$ cat src/rtl/sdram_arbiter.sv
`default_nettype none
// ============================================================================
// Module   : sdram_arbiter
// Purpose  : Round-robin two-client arbiter in front of one SDRAM core port.
// Revision : 1.0 - initial release
// ============================================================================
module sdram_arbiter #(
    parameter int ADDR_WIDTH = 32,
    parameter int DATA_WIDTH = 32
) (
    input  logic                  clk,
    input  logic                  rst,
    input  logic [ADDR_WIDTH-1:0] a_addr,
    input  logic                  a_wr,
    input  logic                  a_rd,
    input  logic [DATA_WIDTH-1:0] a_write_data,
    output logic                  a_rdy,
    output logic                  a_wvalid,
    output logic                  a_rvalid,
    output logic [DATA_WIDTH-1:0] a_read_data,
    input  logic [ADDR_WIDTH-1:0] b_addr,
    input  logic                  b_wr,
    input  logic                  b_rd,
    input  logic [DATA_WIDTH-1:0] b_write_data,
    output logic                  b_rdy,
    output logic                  b_wvalid,
    output logic                  b_rvalid,
    output logic [DATA_WIDTH-1:0] b_read_data,
    output logic [ADDR_WIDTH-1:0] ctrl_addr,
    output logic [DATA_WIDTH-1:0] ctrl_write_data,
    output logic                  ctrl_wr,
    output logic                  ctrl_rd,
    input  logic                  ctrl_rdy,
    input  logic                  ctrl_wvalid,
    input  logic                  ctrl_rvalid,
    input  logic [DATA_WIDTH-1:0] ctrl_read_data
);

    typedef enum logic [2:0] {
        S_IDLE    = 3'd0,
        S_GRANT_A = 3'd1,
        S_GRANT_B = 3'd2,
        S_WAIT_A  = 3'd3,
        S_WAIT_B  = 3'd4
    } state_t;

    localparam logic c_portA = 1'b0;
    localparam logic c_portB = 1'b1;

    state_t r_state;
    state_t w_nextState;
    logic   r_last;
    logic   w_nextLast;
    logic   r_opWr;
    logic   w_nextOpWr;
    logic   w_reqA;
    logic   w_reqB;
    logic   w_doneA;
    logic   w_doneB;

    assign w_reqA  = a_wr | a_rd;
    assign w_reqB  = b_wr | b_rd;
    assign w_doneA = r_opWr ? ctrl_wvalid : ctrl_rvalid;
    assign w_doneB = w_doneA;

    always_ff @(posedge clk) begin
        if (!rst) begin
            r_state <= S_IDLE;
            r_last  <= c_portB;
            r_opWr  <= 1'b0;
        end else begin
            r_state <= w_nextState;
            r_last  <= w_nextLast;
            r_opWr  <= w_nextOpWr;
        end
    end

    always_comb begin
        w_nextState     = r_state;
        w_nextLast      = r_last;
        w_nextOpWr      = r_opWr;
        ctrl_addr       = '0;
        ctrl_write_data = '0;
        ctrl_wr         = 1'b0;
        ctrl_rd         = 1'b0;
        a_rdy           = 1'b0;
        a_wvalid        = 1'b0;
        a_rvalid        = 1'b0;
        a_read_data     = '0;
        b_rdy           = 1'b0;
        b_wvalid        = 1'b0;
        b_rvalid        = 1'b0;
        b_read_data     = '0;
        case (r_state)
            S_IDLE: begin
                // On a tie the port not served most recently wins
                if (w_reqA && w_reqB) begin
                    w_nextState = (r_last == c_portB) ? S_GRANT_A : S_GRANT_B;
                end else if (w_reqA) begin
                    w_nextState = S_GRANT_A;
                end else if (w_reqB) begin
                    w_nextState = S_GRANT_B;
                end
            end
            S_GRANT_A: begin
                ctrl_addr       = a_addr;
                ctrl_write_data = a_write_data;
                ctrl_wr         = a_wr;
                ctrl_rd         = a_rd & ~a_wr;
                a_rdy           = ctrl_rdy;
                if (!w_reqA) begin
                    w_nextState = S_IDLE;
                end else if (ctrl_rdy) begin
                    w_nextState = S_WAIT_A;
                    w_nextOpWr  = a_wr;
                end
            end
            S_GRANT_B: begin
                ctrl_addr       = b_addr;
                ctrl_write_data = b_write_data;
                ctrl_wr         = b_wr;
                ctrl_rd         = b_rd & ~b_wr;
                b_rdy           = ctrl_rdy;
                if (!w_reqB) begin
                    w_nextState = S_IDLE;
                end else if (ctrl_rdy) begin
                    w_nextState = S_WAIT_B;
                    w_nextOpWr  = b_wr;
                end
            end
            S_WAIT_A: begin
                a_wvalid = r_opWr & ctrl_wvalid;
                a_rvalid = ~r_opWr & ctrl_rvalid;
                if (!r_opWr) begin
                    a_read_data = ctrl_read_data;
                end
                if (w_doneA) begin
                    w_nextState = S_IDLE;
                    w_nextLast  = c_portA;
                end
            end
            S_WAIT_B: begin
                b_wvalid = r_opWr & ctrl_wvalid;
                b_rvalid = ~r_opWr & ctrl_rvalid;
                if (!r_opWr) begin
                    b_read_data = ctrl_read_data;
                end
                if (w_doneB) begin
                    w_nextState = S_IDLE;
                    w_nextLast  = c_portB;
                end
            end
            default: begin
                w_nextState = S_IDLE;
            end
        endcase
    end

endmodule
`default_nettype wire

$ cat config.mk
export PLATFORM = sky130hd
export DESIGN_NAME = sdram_arbiter
export DESIGN_NICKNAME = d
export VERILOG_FILES = /design/src/rtl/sdram_arbiter.sv
export SDC_FILE = /design/constraint.sdc
export NUM_CORES = 1
export LEC_CHECK = 0
export CORE_AREA = 2 2 119 121
export DETAILED_ROUTE_END_ITERATION = 10
export DIE_AREA = 0 0 121 123
export GPL_TIMING_DRIVEN = 1
export SLEW_MARGIN = 20
export SYNTH_ARGS = -nofsm -noshare
export SYNTH_HDL_FRONTEND = slang
export SYNTH_SLANG_ARGS = --single-unit
$ cat constraint.sdc
create_clock -name clk -period 2.7 [get_ports clk]
set_clock_uncertainty 0.15 [all_clocks]
set_input_delay 0.675 -clock clk [delete_from_list [all_inputs] [get_ports clk]]
set_output_delay 0.675 -clock clk [all_outputs]
set_load 0.05 [all_outputs]
# Yosys cells after proc, flatten, opt, wreduce, memory -nomap -nowiden

Cells that the tools add are included.

Equality and inequality tests: 14
Mux-type cells: 32
Bitwise operators: 9
Reductions and logical operators: 8

Operators by type and width:

| operator             | count |
|---|---|
| $pmux W32 S2         | 2 |
| $mux W32             | 3 |
| $mux W3              | 8 |
| $mux W1              | 13 |
| $ne A2 B2 Y1 const B | 6 |
| $pmux W3 S4          | 1 |
| $pmux W1 S2          | 4 |
| $eq A3 B2 Y1 const B | 2 |
| $ne A3 B3 Y1 const B | 2 |
| $reduce_and A5 Y1    | 1 |
| $and A1 B1 Y1        | 4 |
| $ne A4 B4 Y1 const B | 1 |
| $reduce_and A4 Y1    | 1 |
| $reduce_bool A2 Y1   | 2 |
| $eq A3 B1 Y1 const B | 1 |
| $eq A3 B3 Y1 const B | 1 |
| $logic_not A3 Y1     | 1 |
| $not A1 Y1           | 3 |
| $reduce_and A3 Y1    | 1 |
| $mux W2              | 1 |
| $ne A2 B1 Y1 const B | 1 |
| $or A1 B1 Y1         | 2 |
| $reduce_or A2 Y1     | 1 |
| $logic_and A1 B1 Y1  | 1 |

Register bits after elaboration: 5
Bits of input ports: 169
Output and inout port bits: 136

# Longest topological paths before layout

Gate-level depths: netlist of run 1.

Depth in word-level cells: 5
Gate-level depth with buffers: 6
Gate-level depth less buffers: 4

# Worst setup path before layout of run 1

No wires, ideal clock.

Kind: register to output
Start: register r_state[0]
End: output b_read_data[10]
Arrival time: 1775 ps
Setup slack: 100 ps
Stages on the path, launching flop included: 6
Buffers on the path: 3
Cells stage by stage: dfxtp_1 -> buf_6 -> or3b_1 -> buf_6 -> clkbuf_1 -> nor2_1

Word-level cells in the longest chain between the ends: 2

Ends and longest elaborated chain:

| element                  | RTL line | source |
|---|---|---|
| start: declaration       | 50       | `state_t r_state;` |
| start signal: assignment | 72       | `r_state <= w_nextState;` |
| $eq A3 B3 Y1             | 94       | `case (r_state)` |
| $mux W32                 | 94       |  |
| end: declaration         | 28       | `output logic [DATA_WIDTH-1:0] b_read_data,` |

No other way between the ends.

# Final worst setup path of run 1

Start: register r_state[1]
End: output ctrl_addr[3]

Word-level cells in the longest chain between the ends: 2
Elaborated cells between the ends (all ways): 3
Classes of those cells: eq/ne: 2; mux: 1

Ends and longest elaborated chain:

| element                                      | RTL line | source |
|---|---|---|
| $eq A3 B2 Y1 or $eq A3 B1 Y1 (tied branches) | 94       |  |
| $pmux W32 S2 *                               | 94       |  |
| end: declaration                             | 29       | `output logic [ADDR_WIDTH-1:0] ctrl_addr,` |

Mark *: on every way between the ends. The rest lies on a longest branch, timed or not.

==> results of run 1 <==
-- critical path, cell delays in order (launching register included) --
cell     delay [ns]
dfxtp_1        0.51
nor3b_4        0.32
buf_6          0.32
a22o_1         0.24
buf_12         0.15
-- metrics by stage --
| stage | cell area [sq um] | hold WS [ns] | utilization [%] | total power, uW | instances |
|---|---|---|---|---|---|
| CTS | 6250 | 0.354 | 45.9 | 5680 | 709 |
| detailed placement | 6170 | 0.349 | 45.3 | 5420 | 705 |
| global placement | 6170 | 0.336 | 45.3 | 5390 | 705 |
| finish | 6280 | 0.354 | 46.2 | 5690 | 711 |
| global route | 6280 | 0.393 | 46.2 | 5910 | 711 |
| floorplan | 1570 | 0.321 | - | 2770 | 242 |
-- power groups by stage --
stage | sequential, uW | clock [uW] | combinational [uW]
detailed placement | 137 | 0 | 5290
CTS | 136 | 248 | 5290
global placement | 134 | 0 | 5250
floorplan | 105 | 0 | 2660
finish | 138 | 245 | 5310
global route | 143 | 257 | 5510
-- metal layers --
metal | vias up | track usage, %
li1 | 1440 | -
met2 | 184 | 25.8
met3 | 10 | 4.89
met4 | 0 | 3.05
met1 | 1401 | 15.6
met5 | - | 0
-- state kept, by name, indices dropped and copies added (netlist names) --
signal and cells:
r_state 3, r_opWr 1, r_last 1
-- final timing paths --
kind | to | slack [ns] | cells past startpoint
setup reg to reg | r_state[0]$_SDFFE_PN0P_ | 0.53 | 5
hold reg to reg | r_opWr$_SDFFE_PN0P_ | 0.35 | 2
hold / removal | r_opWr$_SDFFE_PN0P_ | 0.35 | 2
setup / recovery | ctrl_addr[3] | 0.08 | 4
-- cells in the final DEF (no fill, tap or decap), drive strengths merged --
| cell | count |
|---|---|
| clkdlybuf4s50 | 168 |
| buf | 142 |
| nor2 | 70 |
| a22o | 65 |
| nand2b | 33 |
| nand2 | 6 |
| and2 | 6 |
| clkbuf | 5 |
| dfxtp | 5 |
| nand3b | 3 |
| mux2i | 3 |
| o21ai | 3 |
| nor3b | 2 |
| or3b | 2 |
| or3 | 2 |
| nor3 | 2 |
| nand3 | 2 |
| a21oi | 2 |
| inv | 1 |
| or2 | 1 |
| a2bb2oi | 1 |
| o221ai | 1 |
| o211ai | 1 |
| xnor2 | 1 |
| o21bai | 1 |
| a21boi | 1 |
| mux2 | 1 |
| clkinv | 1 |
-- area by class of cell --
cell class	instances	area [sq um]
Fill cell	1275	7330
Timing Repair Buffer	312	4520
Multi-Input combinational cell	209	1350
Tap cell	180	225
Sequential cell	5	101
Clock buffer	3	75.1
Clock inverter	1	5.00
Inverter	1	3.75
-- logic make-up after synthesis --
family	count (synthesis)	share of synthesized area (%)
simple gates	129	40.4
compound gates	75	41.4
buf+inv	28	8.42
flops	5	6.36
mux	4	2.86
xor+xnor	1	0.557
==> results.toml, run 1 <==
[yosys]
yosys_warnings = 0
synth_area_sq_mm = 0.00157
synth_area_per_cell_sq_um = 6.50
synth_fp_nets = 411
synth_area_leaders = "a22o_1, nor2_1, nand2b_1"
synth.top_cell.area_share_pct = 36.2
yosysMostFrequentCell = "nor2_1"
synth-edff-count = 0
yosysSeqAreaShare_pct = 6.36
synth.distinct_cells = 30
synth_commonest_cells = "nor2_1, a22o_1, nand2b_1"
synth-seq-cells = 5
synthFlopType = "dfxtp_1"
postSynthCellCount = 242
synth_top_area_cell = "a22o_1"
async_flop_share_pct = 0

[floorplan]
start_util_pct = 11.6
die_w_um = 121
core_area_sq_mm = 0.0136
dieHeight_um = 123
dieArea_sq_mm = 0.0149
rows = 43
ios = 305

[layout]
diodes = 0
area_growth_pct = 299
final_nets = 701
drive_gt1_share_pct = 29.2

[sta]
slew_headroom_pct = 73.2
min_period_ns = 2.62
hold_violations = 0
setup_viol = 0
slew_viol_final = 0
max_clock_freq_mhz = 382
min_period_over_period_pct = 96.9
final.setup.tns_ns = 0
rsz0062_at_grt = "yes"
tightest_slew_ns = 0.402
setup_ws_ns = 0.0850

[clocking]
cts_sinks = 5
ctsResizeCount = 0
cts_max_level = 1
clk_pin_slew_worst_paths_ns = 0.04
post_cts_buffers = 0
cts.path.max_buffers = 2
cts_tree = "yes"
numCtsBuffers = 3
clk_latency_ns = 0.23
cts_root_buf = "clkbuf_16"
hold_buffers = 0

[worst_setup_path]
crit_path_end_kind = "primary output"
worstPathMaxFanout = 34
cp.arrival_ns = 1.79
critPathLaunch = "r_state[1]$_SDFFE_PN0P_"
crit_type = "flop to primary output"
startpoint_type = "flop"
r2r-start = "r_state[0]$_SDFFE_PN0P_"
cp_data_required_time_ns = 1.88

[route]
drtPass1Iterations = 4
wl_met1_um = 4300
vias_per_cell = 4.27
route.detailed.drc = 0
num_vias = 3035
wl_met2_um = 5880
wl_per_cell_um = 16.3
ant_nets = 0
drt_iter0_markers = 90
drt-total-wl_um = 11600
wl_met3_um = 1240
maxUsedRoutingLayer = "met4"

[worst_hold_path]
worstHoldStart = "r_opWr$_SDFFE_PN0P_"
hp-class = "flop to flop"

[power]
netSwitchingPower_uw = 2900
power_frac_comb_pct = 93.3
clockPowerShare_pct = 4.3
intPower_uw = 2790
swShare_pct = 51.0
p_leak_uw = 0.00249
sequentialPowerShare_pct = 2.4
irDropWorstVdd_v = 0.000573
power_density_mw_per_mm2 = 906

[placed_design]
dp_hpwl_um = 9370
port-buffer-count = 304
dp_slack_ns = 0.0944
globalplace.congestion = 0.807

[global_routing]
grt_start_max_net_pins = 71
grt_pass1_vias = 3142
grt_use_total_pct = 14.0
grt_pass1_wl_um = 16700
overflow = 0
antenna_found_initial = 0

[run_status]
status = "finished, final reports clean"

[flow_run]
max-cap-violations = 0
(Power assumes the default switching activity.)
==> run 2, diff against run 1 <==
- CORE_AREA: 2 2 119 121 -> 2 2 117 119
- CTS_BUF_LIST: default -> sky130_fd_sc_hd__clkbuf_2 sky130_fd_sc_hd__clkbuf_4 sky130_fd_sc_hd__clkbuf_8
- DIE_AREA: 0 0 121 123 -> 0 0 119 121
- DONT_BUFFER_PORTS: default -> 1
==> run 2 against run 1 <==
Sequential cell count unchanged. Critical endpoint is now b_read_data[2]. Critical path type unchanged. Largest cell class unchanged. Maximum frequency up 1.2%. Combinational power down 10%. Die area down 3.3%. Cell count down 24%. Power down 11%. Final area down 42%.
==> results.toml, run 2 (same netlist as run 1, synthesis figures left out) <==
[route]
wl_met2_um = 4350
wl_met3_um = 859
maxUsedRoutingLayer = "met4"
drt-total-wl_um = 8230
wl_per_cell_um = 15.3
num_vias = 2347
drtPass1Iterations = 4
ant_nets = 0
wl_met1_um = 2940
vias_per_cell = 4.36
drt_iter0_markers = 79
route.detailed.drc = 0

[global_routing]
overflow = 0
grt_use_total_pct = 10.3
grt_start_max_net_pins = 55
grt_pass1_wl_um = 11600
antenna_found_initial = 0
grt_pass1_vias = 2178

[floorplan]
ios = 305
start_util_pct = 12.0
dieArea_sq_mm = 0.0144
die_w_um = 119
rows = 42
dieHeight_um = 121
core_area_sq_mm = 0.0131

[layout]
area_growth_pct = 133
final_nets = 532
fin_cells = 538
final_common_cell = "buf_4"
regMostFlops = "r_state"
drive_gt1_share_pct = 42.3
diodes = 0
fillers = 1386
multiInputGateArea_sq_mm = 0.00135
largest_reg_flops = 3
seq_area_sq_um = 100
reg_top3 = "r_state x3, r_last x1, r_opWr x1"
layout_common_cells = "buf_4, nor2_1, buf_12"

[clocking]
clk_pin_slew_worst_paths_ns = 0.04
hold_buffers = 0
post_cts_buffers = 0
cts_root_buf = "clkbuf_8"
ctsResizeCount = 0
cts_tree = "yes"
clk_latency_ns = 0.22
numCtsBuffers = 3
cts_sinks = 5
cts.path.max_buffers = 2
cts_max_level = 1

[sta]
setup_ws_ns = 0.116
final.setup.tns_ns = 0
setup_viol = 0
hold_violations = 0
tightest_slew_ns = 0.393
slew_viol_final = 0
rsz0062_at_grt = "no"
min_period_ns = 2.58
max_clock_freq_mhz = 387
min_period_over_period_pct = 95.7
slew_headroom_pct = 73.7

[power]
p_leak_uw = 0.00161
irDropWorstVdd_v = 0.000958
power_density_mw_per_mm2 = 1380
power.total_uw = 5050

[worst_setup_path]
crit_type = "flop to primary output"
startpoint_type = "flop"
worstPathMaxFanout = 36
cp.arrival_ns = 1.76
crit_path_end_kind = "primary output"
cp_data_required_time_ns = 1.88

[placed_design]
dp_cells = 534
dp_hpwl_um = 7260
port-buffer-count = 0
dp_slack_ns = 0.337
globalplace.congestion = 0.804

[run_status]
status = "finished, final reports clean"

[worst_hold_path]
hp-class = "flop to flop"

[flow_run]
max-cap-violations = 0
## run 2: changes by cell type in the layout (fill, tap and decap cells not counted), sizes merged
| cell | delta |
|---|---|
| clkinv | -1 |
| clkbuf | -1 |
| clkdlybuf4s50 | -168 |
| buf | +1 |
## run 2: worst max-delay path: stages (launching register included)
cell and delay [ns]:
dfxtp_1 0.51, or3b_1 0.38, buf_4 0.25, nor2_1 0.16, buf_4 0.22
## run 2: metrics by stage
stage	util, %	hold WS, ns	instance area, sq um
2_1_floorplan	-	0.321	1570
3_3_place_gp	27.6	0.362	3610
3_5_place_dp	27.6	0.369	3610
4_1_cts	28.0	0.380	3660
5_1_grt	28.0	0.404	3660
6_report	28.0	0.380	3660
## run 2: per-layer routing
layer / vias up / GRT usage (%)
li1: 1104 / -
met3: 4 / 2.77
met4: 0 / 2.53
met2: 190 / 20.2
met5: - / 0
met1: 1049 / 10.8
## run 2: power breakdown
group | internal, uW | switching, uW
clock network | 111 | 36.5
logic | 2110 | 2650
registers | 94.9 | 47.8
total | 2310 | 2740
## run 2: path summary, 6_finish.rpt
path,slack (ns),startpoint,end,cells past startpoint
worst min register to register,0.38,r_last$_SDFFE_PN1P_,r_last$_SDFFE_PN1P_,2
worst max-delay path,0.12,r_state[2]$_SDFFE_PN0P_,b_read_data[2],4
worst min-delay path,0.38,r_last$_SDFFE_PN1P_,r_last$_SDFFE_PN1P_,2
worst max register to register,0.52,r_state[2]$_SDFFE_PN0P_,r_state[0]$_SDFFE_PN0P_,5
## run 2: final cells by class
cell class	count	area share (%)
inverters	1	0.102
flip-flops and latches	5	2.73
multi-input cells	209	37.0
repair buffers	143	52.9
clock buffers	4	1.33
well taps	176	6.01
